<file path="src/rtl/alu_param_sync.sv">
// alu_param_sync: WIDTH-generic registered ALU with status flags and a one-cycle ack.
// Define ALU_MUL_EN to add the iterative shift-add multiplier (sel 0011, busy, result_hi).
module alu_param_sync #(
  parameter int WIDTH = 4,
  parameter int SEL_W = 4
) (
  input  logic             clk,
  input  logic             rst_n,
  input  logic             enable,
  input  logic [WIDTH-1:0] a,
  input  logic [WIDTH-1:0] b,
  input  logic [SEL_W-1:0] sel,
  output logic [WIDTH-1:0] result,
  output logic [WIDTH-1:0] result_hi,
  output logic             flag_z,
  output logic             flag_n,
  output logic             flag_c,
  output logic             flag_v,
  output logic             busy,
  output logic             alu_ack
);
  logic [3:0]       w_op;
  logic [WIDTH:0]   w_add, w_sub;
  logic [WIDTH-1:0] w_res;
  logic             w_is_add, w_is_sub, w_bs, w_c, w_v;
  logic [WIDTH-1:0] r_result;
  logic             r_z, r_n, r_c, r_v, r_ack;
  always_comb begin
    w_op     = 4'(sel);
    w_is_add = w_op[3:2] == 2'b10;
    w_is_sub = w_op[3:2] == 2'b11;
    w_add    = {1'b0, a} + {1'b0, b};
    w_sub    = {1'b0, a} - {1'b0, b};
    w_res    = w_op == 4'b0100 ? a | b :
               w_op == 4'b0101 ? a & b :
               w_op == 4'b0110 ? a ^ b :
               w_op == 4'b0111 ? ~(a & b) :
               w_is_add ? w_add[WIDTH-1:0] :
               w_is_sub ? w_sub[WIDTH-1:0] :
               w_op == 4'b0001 ? a << b :
               w_op == 4'b0010 ? a >> b : '0;
    // overflow compares against the sign of the effective addend (-b for SUB)
    w_bs     = w_is_sub ? (((-b) >> (WIDTH - 1)) != '0) : b[WIDTH-1];
    w_c      = w_is_add ? w_add[WIDTH] : (w_is_sub & w_sub[WIDTH]);
    w_v      = (w_is_add | w_is_sub) & (a[WIDTH-1] == w_bs) & (w_res[WIDTH-1] != a[WIDTH-1]);
  end
`ifdef ALU_MUL_EN
  localparam int CW = $clog2(WIDTH);
  localparam logic [0:0] S_IDLE = 1'b0;
  localparam logic [0:0] S_MUL  = 1'b1;
  logic [0:0]         r_state;
  logic [CW-1:0]      r_cnt;
  logic [2*WIDTH-1:0] r_ma, r_acc, w_acc_nx;
  logic [WIDTH-1:0]   r_mb, r_hi;
  logic               r_busy;
  assign w_acc_nx = r_acc + (r_mb[0] ? r_ma : '0);
  always_ff @(posedge clk or negedge rst_n) begin
    if (!rst_n) begin
      r_state  <= S_IDLE;
      r_cnt    <= '0;
      r_ma     <= '0;
      r_mb     <= '0;
      r_acc    <= '0;
      r_hi     <= '0;
      r_busy   <= 1'b0;
      r_result <= '0;
      r_z      <= 1'b0;
      r_n      <= 1'b0;
      r_c      <= 1'b0;
      r_v      <= 1'b0;
      r_ack    <= 1'b0;
    end else if (r_state == S_MUL) begin
      r_acc <= w_acc_nx;
      r_ma  <= r_ma << 1;
      r_mb  <= r_mb >> 1;
      r_cnt <= r_cnt + CW'(1);
      if (r_cnt == CW'(WIDTH - 1)) begin
        r_state  <= S_IDLE;
        r_busy   <= 1'b0;
        r_ack    <= 1'b1;
        r_result <= w_acc_nx[WIDTH-1:0];
        r_hi     <= w_acc_nx[2*WIDTH-1:WIDTH];
        r_z      <= w_acc_nx[WIDTH-1:0] == '0;
        r_n      <= w_acc_nx[WIDTH-1];
        r_c      <= 1'b0;
        r_v      <= 1'b0;
      end
    end else if (enable && w_op == 4'b0011) begin
      r_state <= S_MUL;
      r_busy  <= 1'b1;
      r_ack   <= 1'b0;
      r_ma    <= {{WIDTH{1'b0}}, a};
      r_mb    <= b;
      r_acc   <= '0;
      r_cnt   <= '0;
    end else if (enable) begin
      r_ack    <= 1'b1;
      r_result <= w_res;
      r_hi     <= '0;
      r_z      <= w_res == '0;
      r_n      <= w_res[WIDTH-1];
      r_c      <= w_c;
      r_v      <= w_v;
    end else begin
      r_ack <= 1'b0;
    end
  end
  assign busy      = r_busy;
  assign result_hi = r_hi;
`else
  always_ff @(posedge clk or negedge rst_n) begin
    if (!rst_n) begin
      r_result <= '0;
      r_z      <= 1'b0;
      r_n      <= 1'b0;
      r_c      <= 1'b0;
      r_v      <= 1'b0;
      r_ack    <= 1'b0;
    end else if (enable) begin
      r_ack    <= 1'b1;
      r_result <= w_res;
      r_z      <= w_res == '0;
      r_n      <= w_res[WIDTH-1];
      r_c      <= w_c;
      r_v      <= w_v;
    end else begin
      r_ack <= 1'b0;
    end
  end
  assign busy      = 1'b0;
  assign result_hi = '0;
`endif
  assign result  = r_result;
  assign flag_z  = r_z;
  assign flag_n  = r_n;
  assign flag_c  = r_c;
  assign flag_v  = r_v;
  assign alu_ack = r_ack;
endmodule

</file>
<file path="config.mk">
export PLATFORM = sky130hd
export DESIGN_NAME = alu_param_sync
export DESIGN_NICKNAME = d
export VERILOG_FILES = /design/src/rtl/alu_param_sync.sv
export SDC_FILE = /design/constraint.sdc
export NUM_CORES = 1
export LEC_CHECK = 0
export CORE_MARGIN = 1.5
export CORE_UTILIZATION = 35
export DETAILED_ROUTE_END_ITERATION = 8
export PLACE_DENSITY = 0.73
export SETUP_SLACK_MARGIN = 0.3
export SYNTH_ARGS = -nofsm -noshare
export SYNTH_HDL_FRONTEND = slang
export SYNTH_SLANG_ARGS = --single-unit
</file>
<file path="constraint.sdc">
create_clock -name clk -period 0.8 [get_ports clk]
set_input_delay 0.16 -clock clk [delete_from_list [all_inputs] [get_ports clk]]
set_output_delay 0.16 -clock clk [all_outputs]
set_load 0.05 [all_outputs]
</file>
==> flow_summary.toml <==
[status]
status = "finished, violations left"
violations = "setup timing"

[power]
clkPwrFrac_pct = 13.7
ir_drop_uv = 944.1
power.switching_mw = 1.019
power.internal_mw = 1.480
power_mw = 2.499
power_frac_seq_pct = 21.4
sw_frac_of_total_pct = 40.78
powerDensity_mw_per_mm2 = 1157
power.leakage_nw = 0.9677
comb_power_share_pct = 64.9

[synthesis]
avgSynthCellArea_um2 = 7.685
async_flop_share_pct = 100.0
synth_top_area_share_pct = 17.60
ys_warn_count = 0
synth_seq_cells = 8
synth_area_leader_cell = "dfrtp_1"
synthFlopType = "dfrtp_1"
ys_top_cells_by_area = "dfrtp_1 18%, ha_1 13%, inv_1 5.0%"
synth-edff-count = 0
synthesis.instances = 148
synth-seq-area-share_pct = 17.60
syn_area_mm2 = 0.001137
ys_types = 44

[drt]
drcViolationCount = 0
drtIter0Drc = 63
vias = 1415
dr.pass1.iters = 4
detail-route-antenna-nets = 0
drt-total-wl_mm = 4.216
viasPerCell = 5.360
post_drt_wl_per_cell_um = 15.97

[timing]
fmax_ghz = 0.4933
drv_slew = 0
setup_viol = 16
fin_crit_sh_pct = 253.4
finalWorstSetupSlack_ns = -1.227
finalHoldViolations = 0
final.min_clock_period_ns = 2.027
skew_ns = 0
grt_setup_unrepaired = "yes"

[global_routing]
antenna_found_initial = 0
grt_first_pass_wirelength_mm = 6.368
grt_usage_pct = 23.63
grt_pass1_vias = 1448
grt_max_degree = 12
grt-ovfl-total = 0

[worst_hold_path]
hold_class = "primary input to asynchronous set/reset pin"

[place]
place_congestion = 0.9220
dpl_cell_area_mm2 = 0.001828
portBuffers = 23
dp.cells = 249
hpwlAfterDp_mm = 2.712

[clock_network]
root_buffer = "clkbuf_4"
clk_pin_slew_ns = 0.06
ctsHoldBuffers = 0
cts_sinks = 8
cts_tree = "built"
worstSkewPairLatency_ns = 0.26
cts.htree.levels = 1
clk_path_buf_depth = 2
numCtsBuffers = 3

[cells_and_area]
syn_to_final_growth_pct = 89.88
nets = 250
stdcell_area_mm2 = 0.002160
drive_gt1_share_pct = 54.55
fin_util_pct = 70.16
fin_cells = 264
num_antenna_cells = 0

[floorplanning]
die_height_um = 60.01
core-area_mm2 = 0.003078
die_area_mm2 = 0.003601
ioPinCount = 29
initial_core_util_pct = 36.95
die_w_um = 60.01
fp-row-count = 20

[worst_setup_path]
startpoint_type = "primary input"
r2r_slack_ns = -0.17
end_kind = "flop"
cp.arrival_ns = 2.20
cp_max_fo = 3
crit_type = "primary input to flop"
cp.required_ns = 0.98

[job]
cap_violations = 0
worst max-delay path, cell delays in order:
cell and delay (ns):
buf_6 0.07, buf_8 0.11, inv_12 0.03, ha_4 0.15, fa_2 0.36, and2_4 0.15, or3_1 0.30, a32oi_1 0.21
a31oi_1 0.13, or3_1 0.38, o22ai_1 0.13
metrics by stage:
step / hold WS, ns / setup slack, ns / setup TNS, ns
3_3_place_gp: 0.4841 / -1.867 / -11.10
3_5_place_dp: 0.4873 / -1.899 / -11.29
6_report: 0.2119 / -1.227 / -8.555
2_1_floorplan: -0.1356 / -1.126 / -5.941
4_1_cts: 0.2073 / -1.217 / -7.943
5_1_grt: 0.1952 / -1.257 / -9.041
layout make-up:
class                   instances  area [um^2]
multi-input cells             116         1031
fillers                       225        918.4
repair buffers                 77        764.5
flip-flops and latches          8        209.0
inverters                      15        73.82
well taps                      44        55.05
clock buffers                   4        26.28
state kept, by name, summed over array words and instances, names as in the netlist:
signal	count
alu_ack	1
flag_c	1
flag_v	1
flag_z	1
result	4
power by group through the flow:
stage	combinational (mW)	sequential (mW)	clock (mW)
2_1_floorplan	0.533	0.705	0
3_3_place_gp	1.31	0.541	0
3_5_place_dp	1.34	0.546	0
4_1_cts	1.49	0.537	0.351
5_1_grt	1.70	0.542	0.389
6_report	1.62	0.536	0.342
per-layer routing:
metal  track usage [%]  vias up  part of all wire, %
met5                 0        -                    0
met4             10.48        0                  5.1
met3             6.061       19                  8.0
met2             40.22       82                   49
met1             27.65      667                   38
li1                  -      647                    -
layout by cell type (no fill, tap or decap), drive strengths merged, types with 2 or more instances in the layout:
cell type / count
nand2: 15
nand4: 3
a21oi: 5
mux2i: 5
fa: 2
dlygate4sd2: 6
nor3: 5
nor2: 9
mux2: 4
xnor2: 4
clkdlybuf4s15: 3
dfrtp: 8
a32oi: 2
inv: 15
o21ai: 12
o211ai: 3
nand2b: 7
clkbuf: 4
or3: 3
conb: 5
buf: 67
nand3: 3
ha: 12
final timing paths:
| check | endpoint | startpoint | cells past startpoint |
|---|---|---|---|
| worst max register to register | result[3] | result[3] | 2 |
| min in group clk | alu_ack | enable | 2 |
| worst min-delay path | result[3] | rst_n | 2 |
| worst max-delay path | flag_z | a[0] | 11 |
| max in group asynchronous | result[1] | rst_n | 2 |
| worst min register to register | result[0] | result[0] | 1 |
cell families after synthesis:
group           Yosys count  synth area share, %
compound gates           33                18.48
xor+xnor                  5                3.850
fa+ha+maj                14                16.72
buf+inv                  28                11.44
flops                     8                17.60
mux                       9                8.361
other cells               1               0.3297
simple gates             50                23.21
Yosys cell counts (2+ instances only):
cell type	n
inv_1	15
nand2_1	15
ha_1	12
o21ai_0	10
nor2_1	9
dfrtp_1	8
nand2b_1	7
buf_4	6
a21oi_1	5
mux2i_1	5
clkbuf_1	4
nor3_1	4
xnor2_1	4
mux2_2	3
nand3_1	3
nand4_1	3
o211ai_1	3
a32oi_1	2
buf_2	2
fa_1	2
o21ai_1	2
or3_1	2
what timing repair did:
| action | 4_1_cts | 5_1_grt |
|---|---|---|
| buffers inserted | 7 | 4 |
| pin swaps | 21 | 15 |
| gates resized for setup | 74 | 11 |
| setup endpoints to repair | 17 | 16 |
(Power assumes the default switching activity.)
